===== config.mk =====
export PLATFORM = sky130hd
export DESIGN_NAME = accelerator_write_vector_heads
export DESIGN_NICKNAME = d
export VERILOG_FILES = /design/src/rtl/accelerator_write_vector_heads.sv
export SDC_FILE = /design/constraint.sdc
export NUM_CORES = 1
export LEC_CHECK = 0
export BUFFER_PORTS_ARGS = -buffer_cell sky130_fd_sc_hd__buf_2
export CORE_UTILIZATION = 52
export CTS_CLUSTER_DIAMETER = 40
export DETAILED_ROUTE_END_ITERATION = 12
export GPL_TIMING_DRIVEN = 0
export PLACE_DENSITY = 0.77
export SYNTH_ARGS = -nofsm -noshare
export SYNTH_HDL_FRONTEND = slang
export SYNTH_SLANG_ARGS = --single-unit
export TNS_END_PERCENT = 10

===== constraint.sdc =====
create_clock -name CLK -period 3.9 [get_ports CLK]
set_input_delay 0.78 -clock CLK [delete_from_list [all_inputs] [get_ports CLK]]
set_output_delay 0.78 -clock CLK [all_outputs]
set_load 0.02 [all_outputs]

===== src/rtl/accelerator_write_vector_heads.sv =====
// Write-head vector stage: streams N x W elements (k inner, j outer) with a
// 1-entry output register, (j,k) index tags and a per-run copy/erase/negate transform.
module accelerator_write_vector_heads #(
    parameter int unsigned DATA_SIZE    = 64,
    parameter int unsigned CONTROL_SIZE = 64
) (
    input  logic                    CLK,
    input  logic                    RST,
    input  logic                    START,
    output logic                    READY,
    input  logic [1:0]              MODE_IN,
    input  logic [DATA_SIZE-1:0]    SIZE_N_IN,
    input  logic [DATA_SIZE-1:0]    SIZE_W_IN,
    input  logic                    V_IN_ENABLE,
    output logic                    V_IN_READY,
    input  logic [DATA_SIZE-1:0]    V_IN,
    output logic                    V_OUT_ENABLE,
    input  logic                    V_OUT_READY,
    output logic [DATA_SIZE-1:0]    V_OUT,
    output logic [CONTROL_SIZE-1:0] J_OUT,
    output logic [CONTROL_SIZE-1:0] K_OUT
);

    // Counters and sizes are compared at the wider of the two widths, zero-extended.
    localparam int unsigned CMP_W = (DATA_SIZE > CONTROL_SIZE) ? DATA_SIZE : CONTROL_SIZE;

    localparam logic [1:0] S_IDLE  = 2'b00;
    localparam logic [1:0] S_RUN   = 2'b01;
    localparam logic [1:0] S_DRAIN = 2'b10;

    localparam logic [1:0] M_ERASE  = 2'b01;
    localparam logic [1:0] M_NEGATE = 2'b10;

    logic [1:0]              state_q, state_d;
    logic [DATA_SIZE-1:0]    n_q, n_d;
    logic [DATA_SIZE-1:0]    w_q, w_d;
    logic [1:0]              mode_q, mode_d;
    logic [CONTROL_SIZE-1:0] index_j_q, index_j_d;
    logic [CONTROL_SIZE-1:0] index_k_q, index_k_d;
    logic [DATA_SIZE-1:0]    v_out_q, v_out_d;
    logic [CONTROL_SIZE-1:0] j_out_q, j_out_d;
    logic [CONTROL_SIZE-1:0] k_out_q, k_out_d;
    logic                    v_out_enable_q, v_out_enable_d;
    logic                    ready_q, ready_d;

    logic                    in_ready_c;
    logic                    accept_c;
    logic                    drain_c;
    logic                    last_k_c;
    logic                    last_j_c;
    logic [DATA_SIZE-1:0]    xform_c;

    // Next-state, handshake and datapath logic.
    always_comb begin
        state_d        = state_q;
        n_d            = n_q;
        w_d            = w_q;
        mode_d         = mode_q;
        index_j_d      = index_j_q;
        index_k_d      = index_k_q;
        v_out_d        = v_out_q;
        j_out_d        = j_out_q;
        k_out_d        = k_out_q;
        v_out_enable_d = v_out_enable_q;
        ready_d        = 1'b0;

        in_ready_c = (state_q == S_RUN) && (!v_out_enable_q || V_OUT_READY);
        accept_c   = in_ready_c && V_IN_ENABLE;
        drain_c    = v_out_enable_q && V_OUT_READY;
        last_k_c   = (CMP_W'(index_k_q) == CMP_W'(w_q - DATA_SIZE'(1)));
        last_j_c   = (CMP_W'(index_j_q) == CMP_W'(n_q - DATA_SIZE'(1)));

        case (mode_q)
            M_ERASE:  xform_c = '0;
            M_NEGATE: xform_c = DATA_SIZE'(0) - V_IN;
            default:  xform_c = V_IN;
        endcase

        if (drain_c) begin
            v_out_enable_d = 1'b0;
        end

        // An accept may coincide with a drain; the new element replaces the old one.
        if (accept_c) begin
            v_out_d        = xform_c;
            j_out_d        = index_j_q;
            k_out_d        = index_k_q;
            v_out_enable_d = 1'b1;
            if (last_k_c) begin
                index_k_d = '0;
                index_j_d = index_j_q + CONTROL_SIZE'(1);
            end else begin
                index_k_d = index_k_q + CONTROL_SIZE'(1);
            end
        end

        case (state_q)
            S_IDLE: begin
                if (START) begin
                    n_d       = SIZE_N_IN;
                    w_d       = SIZE_W_IN;
                    mode_d    = MODE_IN;
                    index_j_d = '0;
                    index_k_d = '0;
                    if ((SIZE_N_IN == '0) || (SIZE_W_IN == '0)) begin
                        ready_d = 1'b1;
                    end else begin
                        state_d = S_RUN;
                    end
                end
            end
            S_RUN: begin
                if (accept_c && last_j_c && last_k_c) begin
                    state_d = S_DRAIN;
                end
            end
            S_DRAIN: begin
                if (drain_c) begin
                    ready_d = 1'b1;
                    state_d = S_IDLE;
                end
            end
            default: begin
                state_d = S_IDLE;
            end
        endcase
    end

    // State and output registers.
    always_ff @(posedge CLK or negedge RST) begin
        if (!RST) begin
            state_q        <= S_IDLE;
            n_q            <= '0;
            w_q            <= '0;
            mode_q         <= '0;
            index_j_q      <= '0;
            index_k_q      <= '0;
            v_out_q        <= '0;
            j_out_q        <= '0;
            k_out_q        <= '0;
            v_out_enable_q <= 1'b0;
            ready_q        <= 1'b0;
        end else begin
            state_q        <= state_d;
            n_q            <= n_d;
            w_q            <= w_d;
            mode_q         <= mode_d;
            index_j_q      <= index_j_d;
            index_k_q      <= index_k_d;
            v_out_q        <= v_out_d;
            j_out_q        <= j_out_d;
            k_out_q        <= k_out_d;
            v_out_enable_q <= v_out_enable_d;
            ready_q        <= ready_d;
        end
    end

    assign READY        = ready_q;
    assign V_IN_READY   = in_ready_c;
    assign V_OUT_ENABLE = v_out_enable_q;
    assign V_OUT        = v_out_q;
    assign J_OUT        = j_out_q;
    assign K_OUT        = k_out_q;

endmodule


==> flow_metrics.env <==
export IMPL_ys_seq_area_share_pct=44.7
export IMPL_finalWirelength_um=89300
export IMPL_clk_pin_slew_ns=0.06
export IMPL_core_um2=47900
export IMPL_postLayoutCellArea_um2=32500
export IMPL_worst_slack_ns=-0.0116
export IMPL_p_int_mw=9.72
export IMPL_crit_type="reg -> reg"
export IMPL_dp_hpwl_um=65400
export IMPL_rsz0062_at_grt="yes"
export IMPL_p_seq_share_pct=37.4
export IMPL_vias=25260
export IMPL_vias_per_cell=5.89
export IMPL_cpMaxStageDelayCell="or4_4"
export IMPL_avgRoutedWirePerCell_um=20.8
export IMPL_postPlaceCellArea_um2=28300
export IMPL_timing_final_crit_period_ns=3.91
export IMPL_min_period_over_period_pct=100
export IMPL_grt_first_pass_wirelength_um=137000
export IMPL_skew_ns=0.0214
export IMPL_grt_pass1_vias=24110
export IMPL_synth_top_area_share_pct=44.7
export IMPL_place_gp_congestion=0.950
export IMPL_path_max_fanout=8
export IMPL_grt_ovfl_total=0
export IMPL_tightest_slew_ns=1.48
export IMPL_synth_edf_count=0
export IMPL_final_cells=4286
export IMPL_critical_path_max_stage_delay_ns=0.55
export IMPL_netlist_top_cell_by_area="dfrtp_1"
export IMPL_power_density_nw_per_um2=400
export IMPL_setup_viol=2
export IMPL_path_cells="nor3_2 > nand4_1 > buf_4 > nor4_4 > buf_4 > nand4b_1 > xnor2_1 > nand2_1 > or4_4 > nor4_4 > buf_6 > nand4_1 > mux2_4"
export IMPL_cts_sinks=454
export IMPL_run_status="complete, but fails checks"
export IMPL_antenna_found_initial=13
export IMPL_clk_latency_ns=0.62
export IMPL_rrSetupSlack_ns=-0.01
export IMPL_die_w_um=223
export IMPL_clock_root_buffer="clkbuf_16"
export IMPL_synth_distinct_cells=79
export IMPL_hold_violations=0
export IMPL_dr_pass1_iters=6
export IMPL_rr_worst_depth=13
export IMPL_die_area_um2=49700
export IMPL_syn_area_um2=25400
export IMPL_r2r_start="w_q[14]"
export IMPL_ir_drop_mv=0.284
export IMPL_area_growth_pct=27.7
export IMPL_drive_above_1_share_pct=20.9
export IMPL_cts_inserted_buffers=75
export IMPL_grt_usage_pct=35.6
export IMPL_combPwrFrac_pct=6.5
export IMPL_synth_seq_cells=454
export IMPL_syn_num_nets=3288
export IMPL_layout_nets=3804
export IMPL_slew_headroom_pct=1.56
export IMPL_htree_levels=3
export IMPL_cts_tree="built"
export IMPL_dp_cells=4095
export IMPL_required_ns=4.39
export IMPL_fmax_ghz=0.256
export IMPL_leakagePower_nw=16.2
export IMPL_failed_checks="negative setup slack"
export IMPL_dp_slack_ns=-0.977
export IMPL_clockBufferDepth=3
export IMPL_switchingPower_mw=3.25
export IMPL_synth_top_cells_by_area="dfrtp_1, nand2_1, xnor2_1"
export IMPL_clockPowerShare_pct=56.1
export IMPL_endpoint_kind="register"
export IMPL_maxSlewViolCount=0
export IMPL_place_port_buffers=393
export IMPL_cp_arrival_ns=4.40
export IMPL_ys_flop_type="dfrtp_1"
export IMPL_swShare_pct=25.1
export IMPL_num_rows=80
export IMPL_fillers=3843
export IMPL_hold_class="in -> async"
export IMPL_pin_count=394
export IMPL_remaining_drc_errors=0
export IMPL_hold_slack_ns=0.0711
export IMPL_final_core_util_pct=67.7
export IMPL_yosysWarningCount=0
export IMPL_detail_route_antenna_nets=0
export IMPL_grt_max_degree=121
export IMPL_cpLargestDelayFamily="simple AND/OR/NAND/NOR gates"
export IMPL_synthCells=3083
export IMPL_startpoint_type="register"
export IMPL_drv_cap=0
export IMPL_crit_buf_inv=3
export IMPL_start_util_pct=53.0
export IMPL_reg2reg_to="index_j_q[52]"
export IMPL_die_h_um=223
export IMPL_avgSynthCellArea_um2=8.24
export IMPL_async_flop_share_pct=100
export IMPL_drt_iter0_markers=2606
==> metal layers <==
layer	wire, µm	global-route usage (%)	up-vias
met1	36100	46.8	12116
met2	39800	54.4	1246
met4	4880	19.3	6
met5	32	0	-
met3	8460	8.57	252
li1	-	-	11640
==> worst max path at each step <==
stage / cells after the start / from / end / slack, ns
after floorplan: 11 / V_IN[11] / V_OUT[59] / -0.08
after global placement: 1 / RST / J_OUT[31] / -7.14
after detailed placement: 13 / w_q[35] / index_k_q[37] / -0.98
after CTS: 11 / n_q[12] / state_q[0] / -0.05
after global routing: 11 / n_q[12] / state_q[0] / -0.17
final: 13 / w_q[14] / index_j_q[52] / -0.01
==> flip-flops by register name (all words and copies together), names as in the netlist <==
| name | cells |
|---|---|
| J_OUT | 64 |
| index_j_q | 64 |
| state_q | 2 |
| K_OUT | 64 |
| index_k_q | 64 |
| w_q | 64 |
| READY | 1 |
| V_OUT_ENABLE | 1 |
| n_q | 64 |
| V_OUT | 64 |
| mode_q | 2 |
==> area by class of cell <==
cell class / count / area [µm²] / share of cell area, %
repair buffers: 445 / 2450 / 7.56
clock buffers: 87 / 2060 / 6.34
inverters: 47 / 176 / 0.544
diodes: 11 / 27.5 / 0.0848
well taps: 615 / 769 / 2.37
clock inverters: 51 / 717 / 2.21
multi-input cells: 2416 / 14200 / 43.6
plain buffers: 160 / 728 / 2.24
flip-flops and latches: 454 / 11400 / 35.0
==> worst reg2reg max path, stage by stage, from the launching register on <==
cell	delay [ns]
dfrtp_1	0.46
nor3_2	0.42
nand4_1	0.31
buf_4	0.24
nor4_4	0.11
buf_4	0.18
nand4b_1	0.12
xnor2_1	0.20
nand2_1	0.09
or4_4	0.56
nor4_4	0.40
buf_6	0.20
nand4_1	0.13
mux2_4	0.36
==> Yosys cell counts, drive strengths merged, types with 8 or more instances <==
master / instances
nand4: 67
a21oi: 89
buf: 36
mux2i: 26
a211oi: 8
and4: 11
inv: 47
nor4: 109
and3: 40
dfrtp: 454
nor4b: 14
clkbuf: 130
nor3b: 12
a31oi: 30
o31ai: 31
or2: 11
and2: 12
xor2: 99
or4: 49
o21ai: 103
nand2b: 36
or3: 32
nand2: 905
nor3: 98
a21o: 20
xnor2: 186
nor2: 235
nand3: 94
a221oi: 10
==> cells in the final DEF (no fill, tap or decap), types with 13 or more instances in the layout <==
master and count:
nor4_4 25, nor3_1 84, or4_4 14, buf_4 53
clkbuf_1 120, nor2_1 234, xnor2_1 182, dfrtp_1 445
nor4_2 14, and3_1 40, a21o_1 20, inv_1 47
or4_1 35, or3_1 30, o21ai_0 94, nand3_1 89
nand4_1 67, nor4_1 70, buf_2 399, clkbuf_16 79
nand2_1 902, xor2_1 99, mux2i_1 26, a31oi_1 30
o31ai_1 13, nand2b_1 36, a21oi_1 80, buf_1 15
==> through the flow <==
step / power (mW) / setup TNS (ns)
global placement: 5.73 / -3329.93
CTS: 13.0 / -0.632
finish: 13.0 / -0.0212
floorplan: 5.26 / -0.0826
detailed placement: 5.75 / -113.02
global route: 13.3 / -5.23
==> power groups by stage <==
stage | registers [mW] | clock network, mW | logic [mW]
after floorplan | 4.98 | 0 | 0.288
after global placement | 4.93 | 0 | 0.796
after detailed placement | 4.93 | 0 | 0.820
after CTS | 4.85 | 7.32 | 0.828
after global routing | 4.86 | 7.53 | 0.923
final | 4.85 | 7.27 | 0.844
==> cells by family after synthesis <==
group | after synthesis | share of synthesized area, %
AO/OA/AOI/OAI | 343 | 8.37
AND/OR/NAND/NOR | 1750 | 32.1
XOR/XNOR | 286 | 9.91
adder cells (fa/ha/maj) | 6 | 0.295
buffers and inverters | 213 | 3.35
flip-flops | 454 | 44.7
multiplexers | 31 | 1.25
==> what timing repair did <==
action | in CTS | in global routing
gates resized for setup | 78 | 143
hold buffers | 0 | 0
setup endpoints to repair | 136 | 139
gates cloned | 1 | 0
buffers inserted | 24 | 23
hold endpoints to repair | 0 | 0
pin swaps | 20 | 46
Note: power is estimated with default switching activity, not from simulation.
